### src/rtl/freq_meas_pkg.sv
// Shared types and 200 MHz default limits for the frequency measurement sequencer.
package freq_meas_pkg;

   typedef enum logic [1:0] {
      IDLE        = 2'd0,
      WAIT_STABLE = 2'd1,
      SAMPLE      = 2'd2,
      DONE        = 2'd3
   } state_e;

   localparam int unsigned DEF_MIN_PERIOD     = 2000;
   localparam int unsigned DEF_MAX_PERIOD     = 200000;
   localparam int unsigned DEF_TIMEOUT_CYCLES = 4_000_000;

endpackage

### src/rtl/freq_avg_accum.sv
// Sample-interval timer and period accumulator; mean includes the sample on the current input.
module freq_avg_accum
   import freq_meas_pkg::*;
#(
   parameter int unsigned COUNTER_WIDTH = 18,
   parameter int unsigned AVG_LOG2      = 2,
   parameter int unsigned SAMPLE_GAP    = 1024
) (
   input  logic                     clk,
   input  logic                     rst_n,
   input  logic                     clr,
   input  logic                     en,
   input  logic [COUNTER_WIDTH-1:0] period_in,
   output logic                     sample_stb,
   output logic                     last_stb,
   output logic [COUNTER_WIDTH-1:0] mean
);

   localparam int unsigned ACC_W = COUNTER_WIDTH + AVG_LOG2;
   localparam int unsigned N     = 1 << AVG_LOG2;
   localparam int unsigned GAP_W = (SAMPLE_GAP > 1) ? $clog2(SAMPLE_GAP) : 1;
   localparam int unsigned CNT_W = (AVG_LOG2 > 0) ? AVG_LOG2 : 1;

   logic [ACC_W-1:0] acc_q, acc_d, sum;
   logic [CNT_W-1:0] cnt_q, cnt_d;
   logic [GAP_W-1:0] gap_q, gap_d;

   assign sample_stb = en && (gap_q == GAP_W'(SAMPLE_GAP - 1));
   // last_stb flags the final sample slot; only meaningful together with sample_stb
   assign last_stb   = (cnt_q == CNT_W'(N - 1));
   assign sum        = acc_q + ACC_W'(period_in);
   assign mean       = sum[ACC_W-1:AVG_LOG2];

   always_comb begin
      acc_d = acc_q;
      cnt_d = cnt_q;
      gap_d = gap_q;
      if (clr) begin
         acc_d = '0;
         cnt_d = '0;
         gap_d = '0;
      end else if (en) begin
         if (sample_stb) begin
            acc_d = sum;
            cnt_d = cnt_q + CNT_W'(1);
            gap_d = '0;
         end else begin
            gap_d = gap_q + GAP_W'(1);
         end
      end
   end

   always_ff @(posedge clk or negedge rst_n) begin
      if (!rst_n) begin
         acc_q <= '0;
         cnt_q <= '0;
         gap_q <= '0;
      end else begin
         acc_q <= acc_d;
         cnt_q <= cnt_d;
         gap_q <= gap_d;
      end
   end

endmodule

### src/rtl/freq_measure_ctrl.sv
// Measurement sequencer: waits for a stable detector, averages N period samples,
// range-checks the mean and hands it to the host with valid/ready.
module freq_measure_ctrl
   import freq_meas_pkg::*;
#(
   parameter int unsigned COUNTER_WIDTH  = 18,
   parameter int unsigned AVG_LOG2       = 2,
   parameter int unsigned SAMPLE_GAP     = 1024,
   parameter int unsigned TIMEOUT_CYCLES = DEF_TIMEOUT_CYCLES,
   parameter int unsigned MIN_PERIOD     = DEF_MIN_PERIOD,
   parameter int unsigned MAX_PERIOD     = DEF_MAX_PERIOD
) (
   input  logic                     clk,
   input  logic                     rst_n,
   input  logic                     start,
   input  logic                     abort,
   input  logic [COUNTER_WIDTH-1:0] period_in,
   input  logic                     stable_in,
   output logic [COUNTER_WIDTH-1:0] result_period,
   output logic                     result_valid,
   input  logic                     result_ready,
   output logic                     err_timeout,
   output logic                     err_range,
   output logic                     busy
);

   localparam int unsigned TMO_W = $clog2(TIMEOUT_CYCLES);

   state_e                   state_q, state_d;
   logic [TMO_W-1:0]         tmo_q, tmo_d, tmo_inc;
   logic                     last_q, last_d;
   logic [COUNTER_WIDTH-1:0] res_q, res_d;
   logic                     etmo_q, etmo_d;
   logic                     erng_q, erng_d;

   logic                     acc_clr, acc_en, sample_stb, last_stb, tmo_hit, range_bad;
   logic [COUNTER_WIDTH-1:0] mean;

   freq_avg_accum #(
      .COUNTER_WIDTH (COUNTER_WIDTH),
      .AVG_LOG2      (AVG_LOG2),
      .SAMPLE_GAP    (SAMPLE_GAP)
   ) u_accum (
      .clk        (clk),
      .rst_n      (rst_n),
      .clr        (acc_clr),
      .en         (acc_en),
      .period_in  (period_in),
      .sample_stb (sample_stb),
      .last_stb   (last_stb),
      .mean       (mean)
   );

   assign tmo_inc   = tmo_q + TMO_W'(1);
   assign tmo_hit   = (tmo_inc == TMO_W'(TIMEOUT_CYCLES - 1));
   assign range_bad = (mean < COUNTER_WIDTH'(MIN_PERIOD)) || (mean > COUNTER_WIDTH'(MAX_PERIOD));

   always_comb begin
      state_d = state_q;
      tmo_d   = tmo_q;
      last_d  = last_q;
      res_d   = res_q;
      etmo_d  = etmo_q;
      erng_d  = erng_q;
      acc_clr = 1'b0;
      acc_en  = 1'b0;
      case (state_q)
         IDLE: begin
            if (start) begin
               state_d = WAIT_STABLE;
               tmo_d   = '0;
               last_d  = 1'b0;
               res_d   = '0;
               etmo_d  = 1'b0;
               erng_d  = 1'b0;
               acc_clr = 1'b1;
            end
         end
         WAIT_STABLE: begin
            tmo_d = tmo_inc;
            if (tmo_hit) begin
               state_d = DONE;
               etmo_d  = 1'b1;
               erng_d  = 1'b0;
               res_d   = '0;
            end else if (stable_in) begin
               state_d = SAMPLE;
               acc_clr = 1'b1;
            end
         end
         SAMPLE: begin
            tmo_d = tmo_inc;
            if (tmo_hit) begin
               state_d = DONE;
               etmo_d  = 1'b1;
               erng_d  = 1'b0;
               res_d   = '0;
            end else if (last_q) begin
               // all samples are in; this cycle only hands the registered mean to DONE
               state_d = DONE;
            end else if (!stable_in) begin
               state_d = WAIT_STABLE;
               acc_clr = 1'b1;
            end else begin
               acc_en = 1'b1;
               if (sample_stb && last_stb) begin
                  last_d = 1'b1;
                  res_d  = mean;
                  erng_d = range_bad;
               end
            end
         end
         DONE: begin
            if (result_ready) begin
               state_d = IDLE;
               last_d  = 1'b0;
            end
         end
         default: state_d = IDLE;
      endcase
      if (abort && (state_q != IDLE)) begin
         state_d = IDLE;
         last_d  = 1'b0;
         res_d   = '0;
         etmo_d  = 1'b0;
         erng_d  = 1'b0;
         acc_clr = 1'b1;
      end
   end

   always_ff @(posedge clk or negedge rst_n) begin
      if (!rst_n) begin
         state_q <= IDLE;
         tmo_q   <= '0;
         last_q  <= 1'b0;
         res_q   <= '0;
         etmo_q  <= 1'b0;
         erng_q  <= 1'b0;
      end else begin
         state_q <= state_d;
         tmo_q   <= tmo_d;
         last_q  <= last_d;
         res_q   <= res_d;
         etmo_q  <= etmo_d;
         erng_q  <= erng_d;
      end
   end

   assign result_period = res_q;
   assign result_valid  = (state_q == DONE);
   assign err_timeout   = etmo_q;
   assign err_range     = erng_q;
   assign busy          = (state_q != IDLE);

endmodule

### config.mk
export PLATFORM = sky130hd
export DESIGN_NAME = freq_measure_ctrl
export DESIGN_NICKNAME = d
export VERILOG_FILES = /design/src/rtl/freq_meas_pkg.sv /design/src/rtl/freq_avg_accum.sv /design/src/rtl/freq_measure_ctrl.sv
export SDC_FILE = /design/constraint.sdc
export NUM_CORES = 1
export LEC_CHECK = 0
export ABC_AREA = 1
export CORE_MARGIN = 1
export CORE_UTILIZATION = 44
export DETAILED_ROUTE_END_ITERATION = 7
export MAX_ROUTING_LAYER = met4
export PLACE_DENSITY = 0.66
export RECOVER_POWER = 100
export SETUP_SLACK_MARGIN = 0.1
export SYNTH_ARGS = -nofsm -noshare
export SYNTH_HDL_FRONTEND = slang
export SYNTH_SLANG_ARGS = --single-unit
### constraint.sdc
create_clock -name clk -period 2.4 [get_ports clk]
set_input_delay 0.48 -clock clk [delete_from_list [all_inputs] [get_ports clk]]
set_output_delay 0.48 -clock clk [all_outputs]
set_load 0.05 [all_outputs]
==> results.py, run 1 <==
metrics = {
    "run_status": {
        "outcome": "complete, but fails checks",
        "violations": "design-rule violations, max-capacitance violations, max-slew violations, negative setup slack",
    },
    "cts": {
        "clockBufferDepth": 2,
        "cts_buffers": 9,
        "insertion_delay_ns": 0.35,
        "cts_tree": "built",
        "htree_levels": 3,
        "root_buffer": "clkbuf_16",
        "clock_sinks": 77,
        "clk_pin_slew_worst_paths_ns": 0.06,
    },
    "setup_path": {
        "path_class": "reg -> reg",
        "endpoint_kind": "flip-flop",
        "crit_start": "tmo_q[0]",
        "r2r-start": "tmo_q[0]",
        "critPathMaxFanout": 10,
        "worstPathArrival_ns": 2.78,
        "r2r_setup_slack_ns": -0.14,
        "worstSetupStartpointType": "flip-flop",
        "required_ns": 2.64,
    },
    "synth": {
        "ys_async_sr_fraction_pct": 100,
        "synthTopCellsByArea": "dfrtp_1 34%, nand2_1 20%, inv_1 7.3%",
        "syn_inst": 860,
        "syn_nets": 912,
        "synth-compound-area-share_pct": 11.3,
        "synth_simple_gate_area_share_pct": 37.0,
        "muxShareOfSynthArea_pct": 0,
        "synth_top_area_share_pct": 33.9,
        "syn-cell-area_um2": 5680,
        "yosys.area.top_type": "dfrtp_1",
        "ys_seq_elements": 77,
        "synth_ff_type": "dfrtp_1",
        "ys_seq_area_share_pct": 33.9,
        "synth_cell_type_count": 33,
        "syn_avg_cell_area_um2": 6.61,
        "synthAdderAreaFrac_pct": 6.30,
        "yosysWarnings": 0,
        "synth_top_family_by_area": "simple AND/OR/NAND/NOR gates",
        "synth_edf_count": 0,
        "synth-xor-area-share_pct": 2.16,
    },
    "global_routing": {
        "grt_max_degree": 78,
        "grt_pass1_vias": 5561,
        "grt_usage_pct": 24.6,
        "grt_first_pass_wirelength_um": 25000,
        "antenna_found_initial": 0,
        "gr-total-overflow": 0,
    },
    "floorplanning": {
        "die_area_um2": 13400,
        "initial_core_util_pct": 45.0,
        "core_area_um2": 12600,
        "ios": 46,
        "die_h_um": 116,
        "dieWidth_um": 116,
        "rows": 41,
    },
    "timing": {
        "finalCriticalPeriod_ns": 2.54,
        "final.setup.worst_slack_ns": -0.139,
        "tightest_slew_ns": 1.98,
        "rsz0062_at_grt": "true",
        "holdWs_ns": 0.480,
        "period_share_pct": 106,
        "fin_skew_ns": 0.00765,
        "slew_headroom_pct": -32.3,
        "fmax_mhz": 394,
        "hold_viol_final": 0,
        "finalSetupViolations": 41,
        "setup_tns_ns": -2.96,
        "maxSlewViolCount": 78,
    },
    "layout": {
        "stdcell_area_um2": 7660,
        "antenna_cells": 0,
        "nets": 1049,
        "drive_above_1_share_pct": 19.6,
        "area_growth_pct": 34.8,
    },
    "pwr": {
        "combPwrFrac_pct": 51.7,
        "seq_power_share_pct": 26.3,
        "clkPwrFrac_pct": 22.0,
        "netSwitchingPower_uw": 2940,
        "internal-power_uw": 3640,
        "swShare_pct": 44.7,
        "power_leakage_uw": 0.00373,
        "max-vdd-ir-drop_mv": 0.929,
        "finalPower_uw": 6580,
        "power.density_nw_per_um2": 859,
    },
    "hold_path": {
        "hold_start": "result_period[9]",
        "hp-class": "reg -> reg",
    },
    "detailed_routing": {
        "met3_length_um": 708,
        "wl_met1_um": 7150,
        "viasPerCell": 4.99,
        "drt_iter0_drc": 287,
        "drt-total-wl_um": 15700,
        "ant_nets": 0,
        "post_drt_wl_per_cell_um": 13.4,
        "drt_pass1_iterations": 6,
        "num_vias": 5861,
        "drc_errors": 2,
        "wl_met2_um": 7420,
        "highest_layer": "met4",
    },
    "place": {
        "port_buffers": 45,
        "dp_slack_ns": -0.510,
        "place_area_um2": 6970,
        "place_congestion": 0.904,
        "dp_hpwl_um": 11000,
    },
    "flow_run": {
        "max_cap_viol_count": 1,
    },
}
-- cell type report --
class,instances,area (um2)
Fill cell,1206,4960
Inverter,115,432
Tap cell,172,215
Timing Repair Buffer,144,1330
Clock buffer,10,239
Multi-Input combinational cell,650,3450
Clock inverter,6,68.8
Sequential cell,77,1930
-- cell usage in the layout (no fill, tap or decap), drive strengths merged, types with 2 or more instances in the layout --
| cell type | instances |
|---|---|
| nor3 | 6 |
| o21bai | 2 |
| ha | 27 |
| xnor2 | 3 |
| nand3 | 55 |
| clkdlybuf4s50 | 23 |
| clkbuf | 18 |
| clkinv | 3 |
| dlygate4sd3 | 19 |
| nand4 | 28 |
| a21oi | 43 |
| nand2 | 309 |
| dfrtp | 77 |
| inv | 116 |
| o22ai | 16 |
| xor2 | 11 |
| nand3b | 6 |
| buf | 93 |
| and2 | 5 |
| o21ai | 47 |
| nor2 | 86 |
-- final timing paths --
kind                                         end  depth (start not counted)
worst min register to register  result_period[9]                          2
worst max register to register  result_period[7]                         19
min in group asynchronous       u_accum.acc_q[4]                          2
worst max-delay path            result_period[7]                         19
max in group asynchronous               tmo_q[3]                          2
worst min-delay path            result_period[9]                          2
-- routing by layer --
layer / up-vias / global-route usage [%]
li1: 3035 / -
met1: 2674 / 30.3
met2: 129 / 41.5
met3: 23 / 4.18
met4: 0 / 7.09
met5: - / -
-- power by group through the flow --
| stage | Clock (uW) | Combinational (uW) | Sequential [uW] |
|---|---|---|---|
| final | 1450 | 3400 | 1730 |
| after global routing | 1510 | 3660 | 1760 |
| after CTS | 1470 | 2850 | 1700 |
| after detailed placement | 0 | 2730 | 1730 |
| after global placement | 0 | 2730 | 1720 |
| after floorplan | 0 | 1410 | 2120 |
-- cells in the mapped netlist, drive strengths merged (2+ instances only) --
master	count
ha	27
nor3	6
dfrtp	77
nand3	55
nand2	309
nor2	86
xnor2	3
inv	114
nand4	28
nand3b	6
and2	5
o21ai	47
buf	13
xor2	11
a21oi	43
o21bai	2
clkbuf	5
o22ai	16
-- what timing repair did --
item,in CTS,in global routing
setup buffers,3,3
pin swaps,3,7
gates cloned,2,5
resized for setup,23,58
endpoints found under the setup margin,53,55
hold buffers,0,0
-- logic make-up (layout without fill, tap and decap cells) --
kind of cell | after synthesis | in the layout
simple gates | 496 | 496
buf+inv | 133 | 275
compound gates | 112 | 112
flops | 77 | 77
fa+ha+maj | 28 | 28
xor+xnor | 14 | 14
-- worst max-delay path, stage by stage (launching register included) --
cell       delay (ns)
dfrtp_1          0.36
ha_2             0.20
nand2_2          0.07
nor2_4           0.17
buf_12           0.14
nand3_4          0.10
nor2_4           0.12
nor2_2           0.04
nor2_2           0.13
buf_4            0.13
nand2_1          0.05
nor2_1           0.10
nand2_1          0.08
nand2_1          0.08
nor2_2           0.05
nor2_4           0.12
nand2_4          0.13
clkbuf_16        0.23
nand2_2          0.07
o21ai_2          0.05
-- through the flow --
stage	util, %	std cells
4_1_cts	58.6	1166
3_3_place_gp	55.2	1145
3_5_place_dp	55.2	1145
6_report	60.7	1174
5_1_grt	60.7	1174
2_1_floorplan	-	860
-- flip-flops by register name, summed over array words and instances (netlist names) --
signal / count
u_accum.acc_q: 20
err_timeout: 1
u_accum.gap_q: 10
err_range: 1
state_q: 2
tmo_q: 22
result_period: 18
u_accum.cnt_q: 2
last_q: 1
Note: power is estimated with default switching activity, not from simulation.
==> run 2: changes to the inputs <==
--- a/config.mk
+++ b/config.mk
@@ -6,6 +6,7 @@
 export NUM_CORES = 1
 export LEC_CHECK = 0
 export ABC_AREA = 1
+export ABC_CLOCK_PERIOD_IN_PS = 2400
 export CORE_MARGIN = 1
 export CORE_UTILIZATION = 44
 export DETAILED_ROUTE_END_ITERATION = 7
==> results of run 2 <==
Final layout, timing and power as in run 1 (identical DEF).
==> run 3: changes to the inputs <==
--- a/config.mk
+++ b/config.mk
@@ -7,7 +7,6 @@
 export LEC_CHECK = 0
 export ABC_AREA = 1
 export ABC_CLOCK_PERIOD_IN_PS = 2400
-export CORE_MARGIN = 1
 export CORE_UTILIZATION = 44
 export DETAILED_ROUTE_END_ITERATION = 7
 export MAX_ROUTING_LAYER = met4
==> results of run 3 <==
Final layout, timing and power as in run 1 (identical DEF).
